`config.mk`:
```
export PLATFORM = sky130hd
export DESIGN_NAME = light_switch_debounce
export DESIGN_NICKNAME = d
export VERILOG_FILES = /design/src/rtl/light_switch_debounce.sv
export SDC_FILE = /design/constraint.sdc
export NUM_CORES = 1
export LEC_CHECK = 0
export CAP_MARGIN = 20
export CORE_MARGIN = 3
export CORE_UTILIZATION = 30
export DETAILED_ROUTE_END_ITERATION = 16
export PLACE_DENSITY = 0.51
export SYNTH_ARGS = -nofsm -noshare
export SYNTH_HDL_FRONTEND = slang
export SYNTH_SLANG_ARGS = --single-unit
```
`constraint.sdc`:
```
create_clock -name clk -period 5.3 [get_ports clk]
set_clock_uncertainty 0.1 [all_clocks]
set_input_delay 1.59 -clock clk [delete_from_list [all_inputs] [get_ports clk]]
set_output_delay 1.59 -clock clk [all_outputs]
set_load 0.03 [all_outputs]
```
`src/rtl/light_switch_debounce.sv`:
```
// Two-channel switch conditioner: synchronizes and debounces raw switch levels
// and emits one-cycle change strobes per channel plus a combined event strobe.

module light_switch_debounce_chan #(
  parameter int DB_CYCLES = 500000,
  parameter int CNT_W     = 20
) (
  input  logic clk_i,
  input  logic rst_i,
  input  logic raw_i,
  output logic level_o,
  output logic chg_o,
  output logic accept_o
);

  typedef enum logic {
    ST_IDLE  = 1'b0,
    ST_COUNT = 1'b1
  } state_e;

  localparam logic [CNT_W-1:0] CNT_ZERO = {CNT_W{1'b0}};
  localparam logic [CNT_W-1:0] CNT_ONE  = {{(CNT_W-1){1'b0}}, 1'b1};
  localparam logic [CNT_W-1:0] CNT_LAST = CNT_W'(DB_CYCLES - 1);

  logic             sync1_q;
  logic             sync2_q;
  logic [CNT_W-1:0] cnt_q;
  logic             level_q;
  logic             chg_q;
  state_e           state_s;
  logic             differ_s;
  logic             accept_s;

  // The state is not stored separately: a non-zero counter means a candidate
  // level is being qualified.
  assign state_s  = (cnt_q == CNT_ZERO) ? ST_IDLE : ST_COUNT;
  assign differ_s = (sync2_q != level_q);
  assign accept_s = (state_s == ST_COUNT) && differ_s && (cnt_q == CNT_LAST);

  // Two-flop synchronizer for the asynchronous raw level.
  always_ff @(posedge clk_i or posedge rst_i) begin
    if (rst_i) begin
      sync1_q <= 1'b0;
      sync2_q <= 1'b0;
    end else begin
      sync1_q <= raw_i;
      sync2_q <= sync1_q;
    end
  end

  // Debounce FSM: a new level must differ from the accepted one for
  // DB_CYCLES consecutive clocks; any return to the old level restarts.
  always_ff @(posedge clk_i or posedge rst_i) begin
    if (rst_i) begin
      cnt_q   <= CNT_ZERO;
      level_q <= 1'b0;
      chg_q   <= 1'b0;
    end else begin
      chg_q <= 1'b0;
      case (state_s)
        ST_IDLE: begin
          if (differ_s) begin
            cnt_q <= CNT_ONE;
          end else begin
            cnt_q <= CNT_ZERO;
          end
        end
        ST_COUNT: begin
          if (!differ_s) begin
            cnt_q <= CNT_ZERO;
          end else if (cnt_q == CNT_LAST) begin
            level_q <= sync2_q;
            chg_q   <= 1'b1;
            cnt_q   <= CNT_ZERO;
          end else begin
            cnt_q <= cnt_q + CNT_ONE;
          end
        end
        default: begin
          cnt_q <= CNT_ZERO;
        end
      endcase
    end
  end

  assign level_o  = level_q;
  assign chg_o    = chg_q;
  assign accept_o = accept_s;

endmodule

module light_switch_debounce #(
  parameter int DB_CYCLES = 500000,
  parameter int CNT_W     = 20
) (
  input  logic clk,
  input  logic rst,
  input  logic sw1_raw,
  input  logic sw2_raw,
  output logic x1,
  output logic x2,
  output logic x1_chg,
  output logic x2_chg,
  output logic sw_event
);

  logic x1_accept_s;
  logic x2_accept_s;
  logic sw_event_q;

  light_switch_debounce_chan #(
    .DB_CYCLES (DB_CYCLES),
    .CNT_W     (CNT_W)
  ) u_ch1 (
    .clk_i    (clk),
    .rst_i    (rst),
    .raw_i    (sw1_raw),
    .level_o  (x1),
    .chg_o    (x1_chg),
    .accept_o (x1_accept_s)
  );

  light_switch_debounce_chan #(
    .DB_CYCLES (DB_CYCLES),
    .CNT_W     (CNT_W)
  ) u_ch2 (
    .clk_i    (clk),
    .rst_i    (rst),
    .raw_i    (sw2_raw),
    .level_o  (x2),
    .chg_o    (x2_chg),
    .accept_o (x2_accept_s)
  );

  // Combined strobe is registered from the acceptance terms so it lines up
  // with the per-channel strobes.
  always_ff @(posedge clk or posedge rst) begin
    if (rst) begin
      sw_event_q <= 1'b0;
    end else begin
      sw_event_q <= x1_accept_s | x2_accept_s;
    end
  end

  assign sw_event = sw_event_q;

endmodule
```
## Word-level counts from Yosys, hierarchy flattened

Cells that the tools add are included.

- Flip-flop bits (word level): 49
- Output and inout bits: 5

- $add $sub $neg: 2
- Equality and inequality tests: 4
- Mux-type cells: 16
- Bitwise logic cells: 3
- Reductions and logical operators: 8

Operators by type and width:

| cell | count |
|---|---|
| $mux W20 | 4 |
| $pmux W20 S2 | 2 |
| $add A20 B1 Y20 const B | 2 |
| $eq A20 B19 Y1 const B | 2 |
| $logic_not A20 Y1 | 2 |
| $mux W1 | 10 |
| $reduce_and A3 Y1 | 2 |
| $logic_and A1 B1 Y1 | 4 |
| $ne A1 B1 Y1 | 2 |
| $not A1 Y1 | 2 |
| $or A1 B1 Y1 | 1 |

## Depth between registers and ports, before layout

- Depth in word-level cells: 5
- Depth in mapped cells: 6
- Mapped depth without buffers: 5

## Hierarchy

From an unflattened synthesis, not the netlist that was laid out.

- Cells, all modules: 253
- Area total of the unflattened synthesis: 2555.0 um^2

By module, submodules not included:

| module | instances | cells each | area each (um^2) | seq. area each (um^2) |
|---|---|---|---|---|
| light_switch_debounce_chan | 2 | 125 | 1260.0 | 600.6 |
| light_switch_debounce | 1 | 3 | 35.0 | 25.0 |

## Worst setup path after synthesis

Ideal clock, no wire load.

- Path type: reg2out
- Start point: register u_ch1.level_q, in the netlist u_ch1.level_o
- End point: output port x1
- Data arrival time: 0.505 ns
- Path slack: 3.105 ns
- Stages on the path, launching flop included: 1
- Path buffers: 0
- Cell sequence: dfrtp_1

RTL lines:

| what | line | text |
|---|---|---|
| start, declared | 28 | `logic level_q;` |
| start signal, assigned | 72 | `level_q <= sync2_q;` |
| end, declared | 100 | `output logic x1,` |

No word-level cell between the ends.

## Final worst setup path

- Start point: register u_ch2.level_q, in the netlist u_ch2.level_o
- End point: output port x2

RTL lines:

| what | line | text |
|---|---|---|
| start, declared | 28 |  |
| start signal, assigned | 72 |  |
| end, declared | 101 | `output logic x2,` |

No word-level cell between the ends.

==> results.json <==
{
  "layout.nets": 263,
  "multiInputGateArea_um2": 1180,
  "ys_types": 34,
  "placed_cells": 348,
  "rsz0062_at_grt": "false",
  "nFillCells": 801,
  "p_leak_nw": 1.03,
  "crit_slowest_cell": "clkdlybuf4s50_1",
  "synthCells": 245,
  "synth_nets": 253,
  "yosys_warnings": 0,
  "cp_data_arrival_time_ns": 1.37,
  "root_buffer": "clkbuf_8",
  "numCtsBuffers": 5,
  "drt-total-wl_mm": 5.06,
  "startpoint_type": "flop",
  "finish.utilization_pct": 35.6,
  "synth_area_leader_cell": "dfrtp_1",
  "grt_start_max_net_pins": 50,
  "crit_required_ns": 3.61,
  "grt_use_total_pct": 11.5,
  "synth_edf_count": 0,
  "clockBufferDepth": 2,
  "slew_headroom_pct": 44.4,
  "syn_area_um2": 2470,
  "cp-startpoint": "u_ch2.level_o",
  "grt_pass1_wl_mm": 9.04,
  "wire_per_inst_um": 14.1,
  "hold_depth": 0,
  "status": "finished, final reports clean",
  "synth.top_cell.area_share_pct": 49.7,
  "first_pass_iters": 4,
  "setup_viol": 0,
  "ir_drop_uv": 97.4,
  "die-area_um2": 9350,
  "die_h_um": 96.7,
  "cts_hold_buf": 0,
  "antenna_found_initial": 0,
  "drc": 0,
  "drv_slew": 0,
  "cts.clk_slew.worst_paths_ns": 0.10,
  "io_pins": 9,
  "cts_sinks": 49,
  "drt-initial-drc-count": 100,
  "drive_gt1_share_pct": 7.81,
  "die_x_um": 96.7,
  "fin_cells": 358,
  "drtAntennaViolNets": 0,
  "h-tree-depth": 2,
  "grt_pass1_vias": 1819,
  "port_buffers": 8,
  "cp_num_cells": 1,
  "start_util_pct": 31.5,
  "period_share_pct": 57.8,
  "synth-seq-cells": 49,
  "path_class": "flop to output pin",
  "via_count": 1853,
  "rr_worst_depth": 5,
  "syn_avg_cell_area_um2": 10.1,
  "synth-main-ff-cell": "dfrtp_1",
  "hpwl_mm": 3.44,
  "critPathMaxStageDelay_ns": 0.68,
  "grt.overflow.total": 0,
  "crit_family": "buffers and inverters",
  "cts_setup_buffers": 0,
  "via_per_inst": 5.18,
  "power_density_nw_per_um2": 234,
  "reg2reg_to": "u_ch2.level_o",
  "gp_congestion": 0.800,
  "endpoint": "x2",
  "cts_resized": 0,
  "synth.area.top_cells": "dfrtp_1, nor3_1, xnor2_1",
  "reg_top3": "u_ch1.cnt_q (20), u_ch2.cnt_q (20)",
  "clkLatencyLatePin_ns": 0.31,
  "hold_class": "flop to flop",
  "max_freq_mhz": 327,
  "synthToLayoutAreaGrowth_pct": 13.1,
  "diodes": 0,
  "cp-end-kind": "output pin",
  "yosysMostFrequentCell": "dfrtp_1",
  "timing.rr.start": "u_ch2.cnt_q[5]",
  "ys_top_cells_by_count": "dfrtp_1, nor3_1, xnor2_1",
  "ff_latch_area_um2": 1230,
  "reg2reg_slack_ns": 2.70,
  "tightest_slew_ns": 0.833,
  "worstPathCellList": "clkdlybuf4s50_1",
  "row_count": 32,
  "yosysSeqAreaShare_pct": 49.7,
  "setup_tns_ns": 0,
  "cp_max_fo": 3,
  "async_flop_share_pct": 100,
  "cts_tree": "done",
  "max_cap_viol_count": 0,
  "core_area_um2": 7850,
  "hold_violations": 0,
  "crit_buf_inv": 1,
  "period_needed_ns": 3.06
}
-- metrics by stage --
step           worst slack, ns  total power [mW]  hold slack [ns]  instance area [µm²]
2_1_floorplan             2.44             0.412            0.231                 2470
3_3_place_gp              2.27             0.425            0.238                 2660
3_5_place_dp              2.30             0.425            0.236                 2660
4_1_cts                   2.22             0.666            0.260                 2760
5_1_grt                   2.16             0.689            0.274                 2790
6_report                  2.24             0.654            0.259                 2790
-- report_power, final --
group          switching (mW)  internal (mW)
registers             0.00490          0.378
clock network           0.130          0.106
logic                  0.0234         0.0118
-- layout by cell type, fill, tap and decap left out, drive strengths merged, types with 4 or more instances in the layout --
master         instances
dfrtp                 49
nor3                  35
xnor2                 18
nand2                 15
nand4                 14
nor4                  12
nand3                 11
xor2                  11
o21ai                 10
or3                    9
inv                    9
a211oi                 9
clkdlybuf4s50          8
nor2                   7
clkbuf                 6
or4                    5
ha                     4
buf                    4
-- cells by family (layout without fill, tap and decap cells) --
family	count (synthesis)	after routing	share of synthesized area [%]
AND/OR/NAND/NOR	118	118	27.4
flip-flops	49	49	49.7
XOR/XNOR	29	29	10.3
AO/OA/AOI/OAI	25	25	6.84
buffers and inverters	18	29	2.89
adder cells (fa/ha/maj)	4	4	2.03
multiplexers	2	2	0.912
-- per-layer routing --
| metal | track usage (%) | up-vias | share of wire, % |
|---|---|---|---|
| met3 | 2.16 | 4 | 3.8 |
| li1 | - | 923 | - |
| met4 | 4.10 | 0 | 0.79 |
| met1 | 17.3 | 884 | 52 |
| met5 | 0 | - | 0 |
| met2 | 16.3 | 42 | 43 |
-- area by class of cell --
type                            count  share of cell area [%]
Sequential cell                    49                    43.9
Multi-Input combinational cell    178                    42.3
Tap cell                          102                    4.57
Timing Repair Buffer               12                    4.53
Clock buffer                        6                    2.96
Inverter                            9                    1.21
Clock inverter                      2                   0.493
-- worst min path at each step --
stage | from | to | slack (ns)
final | u_ch2.sync1_q | u_ch2.sync2_q | 0.26
after global routing | u_ch2.sync1_q | u_ch2.sync2_q | 0.27
after CTS | u_ch2.sync1_q | u_ch2.sync2_q | 0.26
after detailed placement | u_ch2.sync1_q | u_ch2.sync2_q | 0.24
after global placement | u_ch2.sync1_q | u_ch2.sync2_q | 0.24
after floorplan | u_ch1.sync1_q | u_ch1.sync2_q | 0.23
Note: power is estimated with default switching activity, not from simulation.
